--- src/rtl/me_stage.sv ---
// me_stage -- memory stage of the pipeline.
//
// Takes the instruction held in the EX register and either passes the ALU
// result straight to writeback (one cycle) or issues a single load/store on
// the memory request port. While a request is outstanding, stall holds the
// EX register so the instruction stays valid until mem_ack completes it.
//
// Ports:
//   clk, reset                  clock, asynchronous active-low reset
//   ex_valid, EX_*              EX-register bundle (EX_func/EX_op debug only)
//   stall                       hold EX register while a memory op is pending
//   mem_req/we/addr/wdata       memory request (held stable until mem_ack)
//   mem_ack, mem_rdata          memory completion and load data
//   ME_wbData, ME_rd, ME_wrReg  registered writeback bundle
//   fwd_valid/rd/data           forwarding taps, only with ME_FWD_EN defined
//
// Build option: define ME_FWD_EN to add the forwarding outputs.
//
// State table:
//   state  | meaning
//   IDLE   | accepting EX instructions; ALU results retire in one cycle
//   ACCESS | memory request outstanding, waiting for mem_ack

module me_stage #(
    parameter int DBITS               = 32,
    parameter int REG_INDEX_BIT_WIDTH = 4
) (
    input  logic                           clk,
    input  logic                           reset,
    input  logic                           ex_valid,
    input  logic [3:0]                     EX_func,
    input  logic [3:0]                     EX_op,
    input  logic [DBITS-1:0]               EX_intermediateResult,
    input  logic [DBITS-1:0]               EX_regData2,
    input  logic [REG_INDEX_BIT_WIDTH-1:0] EX_rd,
    input  logic                           EX_ME_mux_sel,
    input  logic                           EX_wrReg,
    input  logic                           EX_wrMem,
    output logic                           stall,
    output logic                           mem_req,
    output logic                           mem_we,
    output logic [DBITS-1:0]               mem_addr,
    output logic [DBITS-1:0]               mem_wdata,
    input  logic                           mem_ack,
    input  logic [DBITS-1:0]               mem_rdata,
    output logic [DBITS-1:0]               ME_wbData,
    output logic [REG_INDEX_BIT_WIDTH-1:0] ME_rd,
    output logic                           ME_wrReg
`ifdef ME_FWD_EN
    ,
    output logic                           fwd_valid,
    output logic [REG_INDEX_BIT_WIDTH-1:0] fwd_rd,
    output logic [DBITS-1:0]               fwd_data
`endif
);

    typedef enum logic {
        IDLE   = 1'b0,
        ACCESS = 1'b1
    } state_t;

    state_t state;
    logic   mem_op;

    // Opcode/function fields travel with the instruction for debug visibility
    // only; nothing in this stage decodes them.
    logic unused_dbg;
    assign unused_dbg = ^{EX_func, EX_op};

    // A store with mux_sel also set is still a store: wrMem decides direction.
    assign mem_op = ex_valid & (EX_wrMem | EX_ME_mux_sel);

    // Stall must be combinational so the EX register is held in the same
    // cycle the memory op is first seen and released on the ack cycle.
    always_comb begin
        stall = 1'b0;
        if (state == IDLE)
            stall = mem_op;
        else
            stall = ~mem_ack;
    end

    always_ff @(posedge clk or negedge reset) begin
        if (!reset) begin
            state     <= IDLE;
            mem_req   <= 1'b0;
            mem_we    <= 1'b0;
            mem_addr  <= '0;
            mem_wdata <= '0;
            ME_wbData <= '0;
            ME_rd     <= '0;
            ME_wrReg  <= 1'b0;
        end else begin
            case (state)
                IDLE: begin
                    if (mem_op) begin
                        state     <= ACCESS;
                        mem_req   <= 1'b1;
                        mem_we    <= EX_wrMem;
                        mem_addr  <= EX_intermediateResult;
                        mem_wdata <= EX_regData2;
                        ME_wrReg  <= 1'b0;
                    end else if (ex_valid) begin
                        ME_wbData <= EX_intermediateResult;
                        ME_rd     <= EX_rd;
                        ME_wrReg  <= EX_wrReg;
                    end else begin
                        ME_wrReg  <= 1'b0;
                    end
                end
                ACCESS: begin
                    if (mem_ack) begin
                        state   <= IDLE;
                        mem_req <= 1'b0;
                        mem_we  <= 1'b0;
                        ME_rd   <= EX_rd;
                        // mem_we still reflects the access being completed
                        if (!mem_we) begin
                            ME_wbData <= mem_rdata;
                            ME_wrReg  <= EX_wrReg;
                        end else begin
                            ME_wrReg  <= 1'b0;
                        end
                    end else begin
                        ME_wrReg <= 1'b0;
                    end
                end
                default: state <= IDLE;
            endcase
        end
    end

`ifdef ME_FWD_EN
    // Derived purely from reset registers, so these are 0 out of reset.
    assign fwd_valid = ME_wrReg & (ME_rd != '0);
    assign fwd_rd    = ME_rd;
    assign fwd_data  = ME_wbData;
`endif

endmodule

--- config.mk ---
export PLATFORM = sky130hd
export DESIGN_NAME = me_stage
export DESIGN_NICKNAME = d
export VERILOG_FILES = /design/src/rtl/me_stage.sv
export SDC_FILE = /design/constraint.sdc
export NUM_CORES = 1
export LEC_CHECK = 0
export BUFFER_PORTS_ARGS = -buffer_cell sky130_fd_sc_hd__buf_4
export CORE_ASPECT_RATIO = 1.75
export CORE_MARGIN = 8
export CORE_UTILIZATION = 49
export CTS_CLUSTER_DIAMETER = 50
export DETAILED_ROUTE_END_ITERATION = 12
export GPL_TIMING_DRIVEN = 0
export MAX_ROUTING_LAYER = met4
export PLACE_DENSITY = 0.85
export SYNTH_ARGS = -nofsm -noshare
export SYNTH_HDL_FRONTEND = slang
export SYNTH_SLANG_ARGS = --single-unit
--- constraint.sdc ---
create_clock -name clk -period 3.8 [get_ports clk]
set_input_delay 0.19 -clock clk [delete_from_list [all_inputs] [get_ports clk]]
set_output_delay 0.19 -clock clk [all_outputs]
set_load 0.005 [all_outputs]
==> tab_implementation.tex, run 1 <==
\begin{tabular}{lr}
\hline
Metric & Value \\
\hline
\multicolumn{2}{l}{\textbf{Die}} \\
Area of the core & around 8900 sq um \\
Total number of placement rows & 46 \\
Width of the die & roughly 88 um \\
Vert. Die Dim & about 140 um \\
I/O pin count & between 200 and 250 \\
Effective utilization at floorplan & about half \\
Die ar. & between 10000 and 15000 sq um \\
\multicolumn{2}{l}{\textbf{Timing}} \\
Clock period minus final worst setup slack & 2.139 ns \\
Number of pins with negative max-slew slack in the final report & 0 \\
Number of hold-slack violations in the final timing report & 28 \\
Headroom to the max-slew limit & a little under two fifths \\
Achievable clock frequency & 0.4675 GHz \\
Worst path setup slack after routing & $\sim$1.7 ns \\
Final Hold Slack & -0.06276 ns \\
Measured slew at the worst slew-check pin & between 0.9 and 1 ns \\
Total Negative Setup Slacks & 0 ns \\
Setup repair after global routing missed its margin & no \\
Setup skew after layout & around 0.007 ns \\
Post-route clock period utilization & between 50\% and 60\% \\
Total of endpoints with negative setup slack in the final report & 0 \\
\multicolumn{2}{l}{\textbf{Clock network}} \\
Post CTS Setup Buffer Count & 0 \\
CTS Hold Bufs & 0 \\
Clock transition time at the flip-flop clock pins of the worst setup and hold paths & about 0.070 ns \\
Buffer levels on the longest clock path & 2 \\
Clock tree from TritonCTS & yes \\
H-tree depth reported by CTS & 3 \\
CTS Root Cell & sky130\_fd\_sc\_hd\_\_clkbuf\_16 \\
Clock net sink count & $\sim$100 \\
Clock insertion delay at the later pin of the skew report & roughly 0.34 ns \\
Post-cts repair resize count & 0 \\
Num CTS Buffers & 9 \\
\multicolumn{2}{l}{\textbf{Routing}} \\
Total via count in the routed design & 3046 \\
Mean routed wirelength per cell & 20.04 um \\
Post-DRT Antenna Nets & 0 \\
Average vias per placed instance & 5.002 \\
Detailed Route Iter0 Violations & 90 \\
Router iterations before antenna repair & 4 \\
Total wire length after detailed routing & $\sim$12 mm \\
Final routed DRC violation total & 0 \\
\multicolumn{2}{l}{\textbf{Final layout}} \\
Fraction of final layout cells sized beyond drive strength 1 & roughly 76\% \\
Antenna diode count & 0 \\
Post-Route Utilization & between 70\% and 80\% \\
Most used cells in the layout excluding fill and tap cells & sky130\_fd\_sc\_hd\_\_buf\_4, sky130\_fd\_sc\_hd\_\_dfrtp\_1, sky130\_fd\_sc\_hd\_\_mux2\_2, sky130\_fd\_sc\_hd\_\_mux2\_4, sky130\_fd\_sc\_hd\_\_clkbuf\_16 \\
Most frequent standard cell in the layout excluding fill and tap cells & sky130\_fd\_sc\_hd\_\_buf\_4 \\
Final-stage net count & 600 \\
Synthesis-to-layout area growth & 45.10\% \\
\multicolumn{2}{l}{\textbf{Synthesis}} \\
Post-Synthesis Cell Area & about 4400 sq um \\
FF+latch count, synth & around 100 \\
Main combinational cell family by area after synthesis & multiplexers \\
Post-synthesis share of cell area spent on and, or, nand and nor gates & between 1 and 1.5\% \\
Count of unique library cells instantiated by Yosys & 18 \\
Compound-cell area share of the yosys netlist & under 10\% \\
Sequential element share of the synthesized area & between 50\% and 60\% \\
Mapped Nets & 379 \\
Number of warning messages in the yosys log & 0 \\
XOR/XNOR share of the synthesized area & 0\% \\
Mux cell area share after synthesis & around 36\% \\
Mean instance size in the synthesized netlist & 16.74 sq um \\
Gate count after technology mapping & between 200 and 300 \\
Adder and majority gate portion of the synthesized area & 0\% \\
\multicolumn{2}{l}{\textbf{Global route}} \\
Largest net degree at the start of global routing & between 100 and 150 \\
Number of global-route vias before repair & 3450 \\
Initial antenna violation count & 0 \\
Wire length of the first global-routing pass & roughly 19 mm \\
GRT Total Usage & 20.59\% \\
Final global-route overflow total & 0 \\
\multicolumn{2}{l}{\textbf{Setup path}} \\
Data required time of the critical path & 3.61 ns \\
Count of cells along the worst register-to-register path & 4 \\
Top fanout value on the critical path & 10 \\
Signal arrival time at the worst endpoint & $\sim$2.0 ns \\
Critical Path Start Type & flip-flop \\
Endpoint class of the critical path & output port \\
Worst Path Class, Setup & flip-flop to output port \\
\multicolumn{2}{l}{\textbf{Hold path}} \\
Hold Path Class & input pin to asynchronous set/reset pin \\
\multicolumn{2}{l}{\textbf{Pwr}} \\
Static power due to leakage & between 3 and 4 nW \\
Power per cell area & 588.3 nW/um\^{}2 \\
Worst vdd rail ir drop & approximately 330 uV \\
PnR Total Power & $\sim$3.8 mW \\
\multicolumn{2}{l}{\textbf{Place}} \\
Count of input and output buffers & 210 \\
Placed wire-length estimate after detailed placement & $\sim$9.6 mm \\
Weighted congestion at the end of routability-driven global placement & between 0.7 and 0.8 \\
Post-place setup slack & 1.818 ns \\
\multicolumn{2}{l}{\textbf{Status}} \\
Violations in the final reports & hold timing \\
Status & finished with violations \\
\multicolumn{2}{l}{\textbf{Run}} \\
Count of max-cap constraint violations & 0 \\
\hline
\end{tabular}
power by group:
part           total [mW]  switching (mW)  internal [mW]
Clock               0.833           0.393          0.441
Combinational        1.31           0.439          0.875
Sequential           1.62           0.186           1.44
critical path: stages (launching register included):
cell	delay, ns
sky130_fd_sc_hd__dfrtp_1	0.38
sky130_fd_sc_hd__buf_2	0.20
sky130_fd_sc_hd__nor3b_2	0.24
sky130_fd_sc_hd__buf_2	0.31
sky130_fd_sc_hd__buf_4	0.24
sky130_fd_sc_hd__a21o_1	0.12
sky130_fd_sc_hd__buf_4	0.11
flip-flops by register name, indices dropped and copies added, names as in the netlist:
name and cells:
mem_addr 32, state 1, mem_wdata 32, ME_rd 4, mem_req 1, ME_wbData 32
ME_wrReg 1, mem_we 1
cell type report:
cell class / count / area [sq um]
Buffer: 14 / 121.4
Clock buffer: 10 / 229.0
Clock inverter: 5 / 33.78
Fill cell: 609 / 2509
Inverter: 1 / 3.754
Multi-Input combinational cell: 145 / 1692
Sequential cell: 104 / 2603
Tap cell: 120 / 150.1
Timing Repair Buffer: 210 / 1580
layer usage:
layer	up-vias	share of wire [%]	track usage, %
li1	1388	-	-
met1	1513	35	21.23
met2	116	57	35.42
met3	29	4.7	3.824
met4	0	3.8	11.50
met5	-	0	-
cell usage after synthesis:
| library cell | n | area (sq um) |
|---|---|---|
| sky130_fd_sc_hd__o22ai_1 | 1 | 6.260 |
| sky130_fd_sc_hd__a21o_1 | 1 | 7.510 |
| sky130_fd_sc_hd__nor3b_2 | 1 | 12.51 |
| sky130_fd_sc_hd__clkbuf_1 | 3 | 11.26 |
| sky130_fd_sc_hd__a22oi_1 | 1 | 7.510 |
| sky130_fd_sc_hd__buf_2 | 4 | 20.02 |
| sky130_fd_sc_hd__dfrtp_1 | 104 | 2603 |
| sky130_fd_sc_hd__mux2_2 | 103 | 1160 |
| sky130_fd_sc_hd__or4b_4 | 1 | 13.76 |
| sky130_fd_sc_hd__o21a_1 | 1 | 7.510 |
| sky130_fd_sc_hd__inv_1 | 1 | 3.750 |
| sky130_fd_sc_hd__o21ai_4 | 1 | 16.27 |
| sky130_fd_sc_hd__nor2_1 | 1 | 3.750 |
| sky130_fd_sc_hd__buf_12 | 3 | 60.06 |
| sky130_fd_sc_hd__nand2_1 | 4 | 15.01 |
| sky130_fd_sc_hd__buf_4 | 4 | 30.03 |
| sky130_fd_sc_hd__mux2_4 | 29 | 435.4 |
| sky130_fd_sc_hd__and2_1 | 1 | 6.260 |
final timing paths:
| kind | startpoint | to | slack (ns) |
|---|---|---|---|
| min reg2reg | mem_req | mem_req | 0.51 |
| max in group asynchronous | reset | ME_wbData[22] | 3.20 |
| max reg2reg | state | ME_wbData[17] | 1.83 |
| max | state | stall | 1.66 |
| min in group clk | mem_ack | mem_we | 0.06 |
| min | reset | ME_wbData[18] | -0.06 |
through the flow:
step                cell area (sq um)  instances
finish                           6412        609
global route                     6412        609
CTS                              6409        609
detailed placement               6146        594
global placement                 6146        594
floorplan                        4419        264
cells by family after synthesis:
family,after synthesis
AO/OA/AOI/OAI,5
buffers and inverters,15
flip-flops,104
multiplexers,132
AND/OR/NAND/NOR,8
No activity file was read; power rests on OpenSTA's default activity.
==> inputs of run 2 (changes only) <==
ABC_AREA = 1   (was not set)
CORE_UTILIZATION = 46   (was 49)
PLACE_DENSITY = 0.8   (was 0.85)
clock period = 2.15 ns   (was 3.8 ns; I/O delays follow)
==> run 2 against run 1 <==
  * The flow now finishes without violations
  * Clock power is 82% higher
  * Cell count is 55% higher
  * First-iteration DRC count is 110% higher
  * Combinational power grew 66%
  * Total power grew 72%
  * Wire length up 30%
  * Critical path type is now input pin to output port
  * Largest cell class unchanged
==> tab_implementation.tex, run 2 <==
\begin{tabular}{lr}
\hline
Metric & Value \\
\hline
\multicolumn{2}{l}{\textbf{Status}} \\
Status & complete, no violations \\
\multicolumn{2}{l}{\textbf{Synthesis}} \\
Area contributors post-synth & sky130\_fd\_sc\_hd\_\_dfrtp\_1, sky130\_fd\_sc\_hd\_\_nand2\_1, sky130\_fd\_sc\_hd\_\_nand3\_1 \\
Gate count after technology mapping & 559 (+110\%) \\
Post-Synthesis Cell Area & 4568 sq um (+3.4\%) \\
XOR/XNOR share of the synthesized area & 0\% (unchanged) \\
Leading area contributor after synthesis & sky130\_fd\_sc\_hd\_\_dfrtp\_1 \\
Number of warning messages in the yosys log & 0 (unchanged) \\
Compound-cell area share of the yosys netlist & 0.2739\% (-0.75 points) \\
Fraction of registers with async set or reset after synthesis & 100.0\% (unchanged) \\
Commonest register cell after synthesis & sky130\_fd\_sc\_hd\_\_dfrtp\_1 \\
Adder and majority gate portion of the synthesized area & 0\% (unchanged) \\
Count of unique library cells instantiated by Yosys & 16 (-2) \\
Mean instance size in the synthesized netlist & 8.172 sq um (-51\%) \\
Mux cell area share after synthesis & 0\% (-36 points) \\
Sequential element share of the synthesized area & 56.97\% (-1.9 points) \\
Post-synth top area share & 56.97\% (-1.9 points) \\
Main combinational cell family by area after synthesis & simple AND/OR/NAND/NOR gates \\
Number of enable-type register cells in the synthesized netlist & 0 (unchanged) \\
FF+latch count, synth & 104 (unchanged) \\
Mapped Nets & 674 (+78\%) \\
Commonest cells in the netlist & sky130\_fd\_sc\_hd\_\_nand2\_1, sky130\_fd\_sc\_hd\_\_dfrtp\_1, sky130\_fd\_sc\_hd\_\_nand3\_1, sky130\_fd\_sc\_hd\_\_buf\_2 \\
Post-synthesis share of cell area spent on and, or, nand and nor gates & 37.22\% (+36 points) \\
Dominant cell by count in the synthesized netlist & sky130\_fd\_sc\_hd\_\_nand2\_1 \\
\multicolumn{2}{l}{\textbf{Die}} \\
Area of the core & 9789 sq um (+9.7\%) \\
Total number of placement rows & 48 (+4.3\%) \\
Width of the die & 91.33 um (+4.0\%) \\
I/O pin count & 219 (unchanged) \\
Die ar. & 13500 sq um (+8.6\%) \\
Effective utilization at floorplan & 46.66\% (-2.9 points) \\
Vert. Die Dim & 147.8 um (+4.4\%) \\
\multicolumn{2}{l}{\textbf{Pwr}} \\
Worst vdd rail ir drop & 507.0 uV (+54\%) \\
PnR Total Power & 6.472 mW (+72\%) \\
Static power due to leakage & 3.946 nW (+28\%) \\
Power per cell area & 935.3 nW/um\^{}2 (+59\%) \\
\multicolumn{2}{l}{\textbf{Timing}} \\
Worst path setup slack after routing & 0.2220 ns (-1.439 ns) \\
Measured slew at the worst slew-check pin & 0.5067 ns (-0.4286 ns) \\
Setup repair after global routing missed its margin & no \\
Total of endpoints with negative setup slack in the final report & 0 (unchanged) \\
Setup skew after layout & 0.01008 ns (+0.003041 ns) \\
Clock period minus final worst setup slack & slightly below 2 ns \\
Post-route clock period utilization & between 80\% and 90\% \\
Number of pins with negative max-slew slack in the final report & 0 (unchanged) \\
Number of hold-slack violations in the final timing report & 0 (-100\%) \\
Achievable clock frequency & 0.5187 GHz \\
Headroom to the max-slew limit & 66.22\% (+29 points) \\
Total Negative Setup Slacks & 0 ns (unchanged) \\
\multicolumn{2}{l}{\textbf{Run}} \\
Count of max-cap constraint violations & 0 (unchanged) \\
\multicolumn{2}{l}{\textbf{Clock network}} \\
Clock insertion delay at the later pin of the skew report & 0.34 ns (about the same) \\
Clock transition time at the flip-flop clock pins of the worst setup and hold paths & 0.07 ns (about the same) \\
Post-cts repair resize count & 0 (unchanged) \\
Buffer levels on the longest clock path & 2 (unchanged) \\
Post CTS Setup Buffer Count & 0 (unchanged) \\
Clock net sink count & 104 (unchanged) \\
Clock tree from TritonCTS & yes \\
CTS Hold Bufs & 30 (+30) \\
H-tree depth reported by CTS & 3 (unchanged) \\
Num CTS Buffers & 9 (unchanged) \\
CTS Root Cell & sky130\_fd\_sc\_hd\_\_clkbuf\_16 \\
\multicolumn{2}{l}{\textbf{Routing}} \\
Detailed Route Iter0 Violations & 189 (+110\%) \\
Total via count in the routed design & 4740 (+56\%) \\
Total wire length after detailed routing & 15.90 mm (+30\%) \\
Router iterations before antenna repair & 5 (+1) \\
Final routed DRC violation total & 0 (unchanged) \\
Mean routed wirelength per cell & 16.88 um (-16\%) \\
Post-DRT Antenna Nets & 0 (unchanged) \\
Average vias per placed instance & 5.032 (+0.60\%) \\
\multicolumn{2}{l}{\textbf{Setup path}} \\
Critical Path Start Type & input pin \\
Worst Path Class, Setup & input pin to output port \\
Endpoint class of the critical path & output port \\
Top fanout value on the critical path & 10 (unchanged) \\
Signal arrival time at the worst endpoint & 1.82 ns (-0.13 ns) \\
Data required time of the critical path & 2.04 ns (-1.57 ns) \\
\multicolumn{2}{l}{\textbf{Final layout}} \\
Most used cells in the layout excluding fill and tap cells & sky130\_fd\_sc\_hd\_\_nand2\_1, sky130\_fd\_sc\_hd\_\_buf\_4, sky130\_fd\_sc\_hd\_\_dfrtp\_1, sky130\_fd\_sc\_hd\_\_nand3\_1, sky130\_fd\_sc\_hd\_\_dlygate4sd3\_1 \\
Synthesis-to-layout area growth & 51.47\% \\
Fraction of final layout cells sized beyond drive strength 1 & 32.68\% (-43 points) \\
Regs by FF count & ME\_wbData (32), mem\_addr (32), mem\_wdata (32) \\
Post-Route Utilization & 70.68\% (-1.2 points) \\
Antenna diode count & 0 (unchanged) \\
Most frequent standard cell in the layout excluding fill and tap cells & sky130\_fd\_sc\_hd\_\_nand2\_1 \\
Final-stage net count & 927 (+55\%) \\
\multicolumn{2}{l}{\textbf{Global route}} \\
Initial antenna violation count & 0 (unchanged) \\
Wire length of the first global-routing pass & 25.36 mm (+37\%) \\
Number of global-route vias before repair & 5020 (+46\%) \\
Final global-route overflow total & 0 (unchanged) \\
GRT Total Usage & 24.24\% (+3.6 points) \\
Largest net degree at the start of global routing & 105 (unchanged) \\
\multicolumn{2}{l}{\textbf{Place}} \\
Post-place setup slack & 0.5897 ns (-1.228 ns) \\
Count of input and output buffers & 210 (unchanged) \\
Placed wire-length estimate after detailed placement & 11.80 mm (+23\%) \\
Weighted congestion at the end of routability-driven global placement & 0.8902 (+15\%) \\
\multicolumn{2}{l}{\textbf{Hold path}} \\
Hold Path Class & input pin to flip-flop \\
\hline
\end{tabular}
-- run 2: changes by cell type after synthesis, sizes merged, moves of 3 or more --
cell   previous run  this run
nand2             4       307
buf              11        36
nand3             0       100
inv               1         4
mux2            132         0
nor2              1         4
-- run 2: worst paths after layout --
check	startpoint	to	slack, ns	cells after the start
worst max-delay path	EX_wrMem	stall	0.22	9
worst min-delay path	EX_intermediateResult[28]	mem_addr[28]	0.01	3
worst max register to register	state	mem_wdata[16]	0.73	7
worst min register to register	mem_addr[17]	mem_addr[17]	0.47	2
max in group asynchronous	reset	mem_we	1.29	3
min in group asynchronous	reset	ME_wbData[5]	0.16	2
-- run 2: critical path: stages --
cell	delay, ns
sky130_fd_sc_hd__dlygate4sd3_1	0.54
sky130_fd_sc_hd__buf_4	0.14
sky130_fd_sc_hd__nor2_1	0.14
sky130_fd_sc_hd__nor2_1	0.07
sky130_fd_sc_hd__nand2_1	0.15
sky130_fd_sc_hd__buf_4	0.22
sky130_fd_sc_hd__buf_6	0.15
sky130_fd_sc_hd__o21ai_0	0.11
sky130_fd_sc_hd__buf_4	0.17
-- run 2: logic make-up (layout without fill, tap and decap cells) --
family | Yosys count | count (layout)
buf+inv | 42 | 300
simple gates | 411 | 411
flops | 104 | 104
compound gates | 2 | 2
-- run 2: report_power, final --
part	switching [mW]	internal [mW]	total, mW
Sequential	0.308	2.47	2.78
Clock	0.701	0.820	1.52
Combinational	1.03	1.14	2.17
-- run 2: layout make-up --
class	instances	area, sq um
sequential	104	2603
fill	755	2870
multi-input combinational	413	1713
clock buffer	12	246.5
inverter	4	15.01
clock inverter	4	30.03
tap	125	156.4
buffer	38	237.7
timing repair buffer	242	1918
-- run 2: layer usage --
metal | routed length (um) | vias to the layer above | GRT usage [%]
li1 | - | 2257 | -
met3 | 734 | 43 | 4.165
met1 | 5884 | 2246 | 24.94
met4 | 666 | 0 | 15.83
met5 | 0 | - | -
met2 | 8616 | 194 | 41.58
-- run 2: metrics by stage --
stage          cell area, sq um  hold slack, ns  std cells
6_report                   6919         0.01103        942
5_1_grt                    6919        0.005715        942
4_1_cts                    6878       0.0002522        940
3_5_place_dp               6301          0.3159        894
3_3_place_gp               6301          0.3144        894
2_1_floorplan              4568         -0.1881        559
==> inputs of run 3 (changes only) <==
CORE_UTILIZATION = 42   (was 46)
PLACE_DENSITY = 0.74   (was 0.8)
==> run 3 against run 2 <==
  * Critical path depth decreased by 2
  * Cell count decreased by 0.53%
  * First-iteration DRC count decreased by 3.7%
  * Sequential share of layout area increased by 0.13 points
  * Clock power increased by 23%
  * Core utilization decreased by 5.8 points
  * Wire length decreased by 0.17%
  * Combinational power about the same
  * Design area decreased by 0.34%
  * Critical path type is now flip-flop to output port
  * Total power increased by 5.0%
==> tab_implementation.tex, run 3 (synthesized netlist as in run 2, its figures left out) <==
\begin{tabular}{lr}
\hline
Metric & Value \\
\hline
\multicolumn{2}{l}{\textbf{Status}} \\
Status & complete, no violations \\
\multicolumn{2}{l}{\textbf{Pwr}} \\
Fraction of power consumed by the clock network & 27.6\% (+4.1 points) \\
Cell-internal power & 4.767 mW (+7.6\%) \\
Worst vdd rail ir drop & 661.5 uV (+30\%) \\
Static power due to leakage & 3.942 nW (-0.12\%) \\
Part of the power in combinational logic & 31.5\% (-2.0 points) \\
Net switching share of the total power & 29.84\% (-1.7 points) \\
Fraction of power consumed by sequential logic & 40.9\% (-2.1 points) \\
Power per cell area & 985.3 nW/um\^{}2 (+5.3\%) \\
Net switching power & 2.027 mW (-0.74\%) \\
\multicolumn{2}{l}{\textbf{Setup path}} \\
Capturing point of the worst reg2reg path & mem\_addr[30] \\
Endpoint class of the critical path & output port \\
First element of the critical path & state \\
Critical Path Start Type & flip-flop \\
Worst Path Class, Setup & flip-flop to output port \\
Signal arrival time at the worst endpoint & 1.74 ns (-0.08 ns) \\
Count of cells along the worst register-to-register path & 5 (-2) \\
Beginning of the worst register-to-register path & state \\
Data required time of the critical path & 2.04 ns (about the same) \\
Top fanout value on the critical path & 10 (unchanged) \\
R2R Setup Slk & 0.75 ns (+0.02 ns) \\
\multicolumn{2}{l}{\textbf{Die}} \\
Total number of placement rows & 50 (+4.2\%) \\
I/O pin count & 219 (unchanged) \\
Width of the die & 94.84 um (+3.8\%) \\
Area of the core & 10640 sq um (+8.6\%) \\
Vert. Die Dim & 154.0 um (+4.2\%) \\
Die ar. & 14600 sq um (+8.1\%) \\
Effective utilization at floorplan & 42.95\% (-3.7 points) \\
\multicolumn{2}{l}{\textbf{Clock network}} \\
H-tree depth reported by CTS & 3 (unchanged) \\
CTS Root Cell & sky130\_fd\_sc\_hd\_\_clkbuf\_16 \\
Clock net sink count & 104 (unchanged) \\
Clock tree from TritonCTS & yes \\
Clock transition time at the flip-flop clock pins of the worst setup and hold paths & 0.07 ns (about the same) \\
Buffer levels on the longest clock path & 2 (unchanged) \\
Post-cts repair resize count & 0 (unchanged) \\
Num CTS Buffers & 9 (unchanged) \\
Post CTS Setup Buffer Count & 0 (unchanged) \\
Clock insertion delay at the later pin of the skew report & 0.34 ns (about the same) \\
\multicolumn{2}{l}{\textbf{Timing}} \\
Total of endpoints with negative setup slack in the final report & 0 (unchanged) \\
Number of pins with negative max-slew slack in the final report & 0 (unchanged) \\
Achievable clock frequency & 0.5424 GHz (+4.6\%) \\
Total Negative Setup Slacks & 0 ns (unchanged) \\
Setup skew after layout & 0.007225 ns (-0.002858 ns) \\
Measured slew at the worst slew-check pin & 0.5008 ns (-0.005911 ns) \\
Setup repair after global routing missed its margin & no \\
Clock period minus final worst setup slack & 1.844 ns (-0.08440 ns) \\
Number of hold-slack violations in the final timing report & 0 (unchanged) \\
Post-route clock period utilization & 85.75\% (-3.9 points) \\
Headroom to the max-slew limit & 66.61\% (+0.39 points) \\
\multicolumn{2}{l}{\textbf{Place}} \\
Placed Cells incl. Taps & 899 (+0.56\%) \\
Weighted congestion at the end of routability-driven global placement & 0.8504 (-4.5\%) \\
Count of input and output buffers & 210 (unchanged) \\
Placed wire-length estimate after detailed placement & 11.93 mm (+1.2\%) \\
\multicolumn{2}{l}{\textbf{Final layout}} \\
Antenna diode count & 0 (unchanged) \\
Filler instances & 932 (+23\%) \\
Fraction of final layout cells sized beyond drive strength 1 & 33.21\% (+0.53 points) \\
Regs by FF count & ME\_wbData (32), mem\_addr (32), mem\_wdata (32) \\
Number of non-filler instances in the completed layout & 937 (-0.53\%) \\
Synthesis-to-layout area growth & 50.94\% \\
Final-stage net count & 917 (-1.1\%) \\
Most frequent standard cell in the layout excluding fill and tap cells & sky130\_fd\_sc\_hd\_\_nand2\_1 \\
Most used cells in the layout excluding fill and tap cells & sky130\_fd\_sc\_hd\_\_nand2\_1, sky130\_fd\_sc\_hd\_\_buf\_4, sky130\_fd\_sc\_hd\_\_dfrtp\_1, sky130\_fd\_sc\_hd\_\_nand3\_1, sky130\_fd\_sc\_hd\_\_buf\_2 \\
\multicolumn{2}{l}{\textbf{Global route}} \\
Number of global-route vias before repair & 5020 (unchanged) \\
Final global-route overflow total & 0 (unchanged) \\
Initial antenna violation count & 0 (unchanged) \\
Largest net degree at the start of global routing & 105 (unchanged) \\
GRT Total Usage & 22.33\% (-1.9 points) \\
Wire length of the first global-routing pass & 24.96 mm (-1.6\%) \\
\multicolumn{2}{l}{\textbf{Routing}} \\
Total wire length after detailed routing & 15.87 mm (-0.17\%) \\
Average vias per placed instance & 4.993 (-0.78\%) \\
Post-DRT Antenna Nets & 0 (unchanged) \\
Final routed DRC violation total & 0 (unchanged) \\
Mean routed wirelength per cell & 16.94 um (+0.36\%) \\
Detailed Route Iter0 Violations & 182 (-3.7\%) \\
Total via count in the routed design & 4678 (-1.3\%) \\
Router iterations before antenna repair & 4 (-1) \\
\multicolumn{2}{l}{\textbf{Hold path}} \\
Hold Path Class & input pin to flip-flop \\
Cells on Worst Hold Path & 3 (unchanged) \\
Terminating pin of the worst hold path & mem\_addr[22] \\
Min-Delay Startpoint & EX\_intermediateResult[22] \\
\multicolumn{2}{l}{\textbf{Run}} \\
Count of max-cap constraint violations & 0 (unchanged) \\
\hline
\end{tabular}
run 3: changes by cell type in the layout (fill, tap and decap cells not counted):
cell,previous run,this run
sky130_fd_sc_hd__bufinv_16,0,3
sky130_fd_sc_hd__clkbuf_1,4,3
sky130_fd_sc_hd__clkinv_4,2,1
sky130_fd_sc_hd__clkinvlp_4,1,0
sky130_fd_sc_hd__dlygate4sd3_1,31,21
run 3: how the worst max path moves through the flow:
stage                  to  slack (ns)  depth (start not counted)
finish              stall        0.31                          7
floorplan           state        0.96                          6
global placement    stall        0.63                          7
global route        stall        0.13                          7
detailed placement  stall        0.62                          7
CTS                 stall        0.24                          7
run 3: cell type report:
class	instances	area, sq um	area share, %
buffer	38	237.7	3.448
timing repair buffer	232	1818	26.37
multi-input combinational	413	1713	24.84
sequential	104	2603	37.74
clock buffer	11	242.7	3.520
tap	130	162.7	2.359
inverter	4	15.01	0.2177
clock inverter	5	103.9	1.506
run 3: timing repair:
item	4_1_cts	5_1_grt
endpoints found under the setup margin	0	0
endpoints found under the hold margin	19	40
hold buffers	19	2
run 3: worst max-delay path, stage by stage, from the launching register on:
cell and delay (ns):
sky130_fd_sc_hd__dfrtp_1 0.36, sky130_fd_sc_hd__buf_4 0.18, sky130_fd_sc_hd__inv_2 0.12, sky130_fd_sc_hd__nand2_1 0.12, sky130_fd_sc_hd__buf_4 0.20, sky130_fd_sc_hd__buf_6 0.15, sky130_fd_sc_hd__o21ai_0 0.10, sky130_fd_sc_hd__buf_4 0.17
run 3: power by group through the flow:
stage | clock network [mW] | registers [mW] | logic (mW)
after floorplan | 0 | 2.81 | 0.773
after global placement | 0 | 2.78 | 2.07
after detailed placement | 0 | 2.80 | 2.13
after CTS | 1.92 | 2.77 | 2.17
after global routing | 1.99 | 2.84 | 2.37
final | 1.87 | 2.78 | 2.14
run 3: metal layers:
layer / GRT usage (%) / wire (um) / share of wire [%]
met1: 23.32 / 5705 / 36
met2: 37.62 / 8357 / 53
met3: 4.242 / 908 / 5.7
met4: 13.32 / 903 / 5.7
met5: - / 0 / 0
run 3: per-stage QoR:
| stage | hold WS (ns) | instance area [sq um] | utilization, % | setup slack (ns) | total power [mW] |
|---|---|---|---|---|---|
| 2_1_floorplan | -0.1881 | 4568 | - | 0.9596 | 3.586 |
| 3_3_place_gp | 0.3136 | 6307 | 59.31 | 0.6284 | 4.859 |
| 3_5_place_dp | 0.3222 | 6307 | 59.31 | 0.6151 | 4.935 |
| 4_1_cts | 0.001307 | 6844 | 64.35 | 0.2420 | 6.865 |
| 5_1_grt | 0.01246 | 6895 | 64.84 | 0.1329 | 7.199 |
| 6_report | 0.01290 | 6895 | 64.84 | 0.3064 | 6.794 |
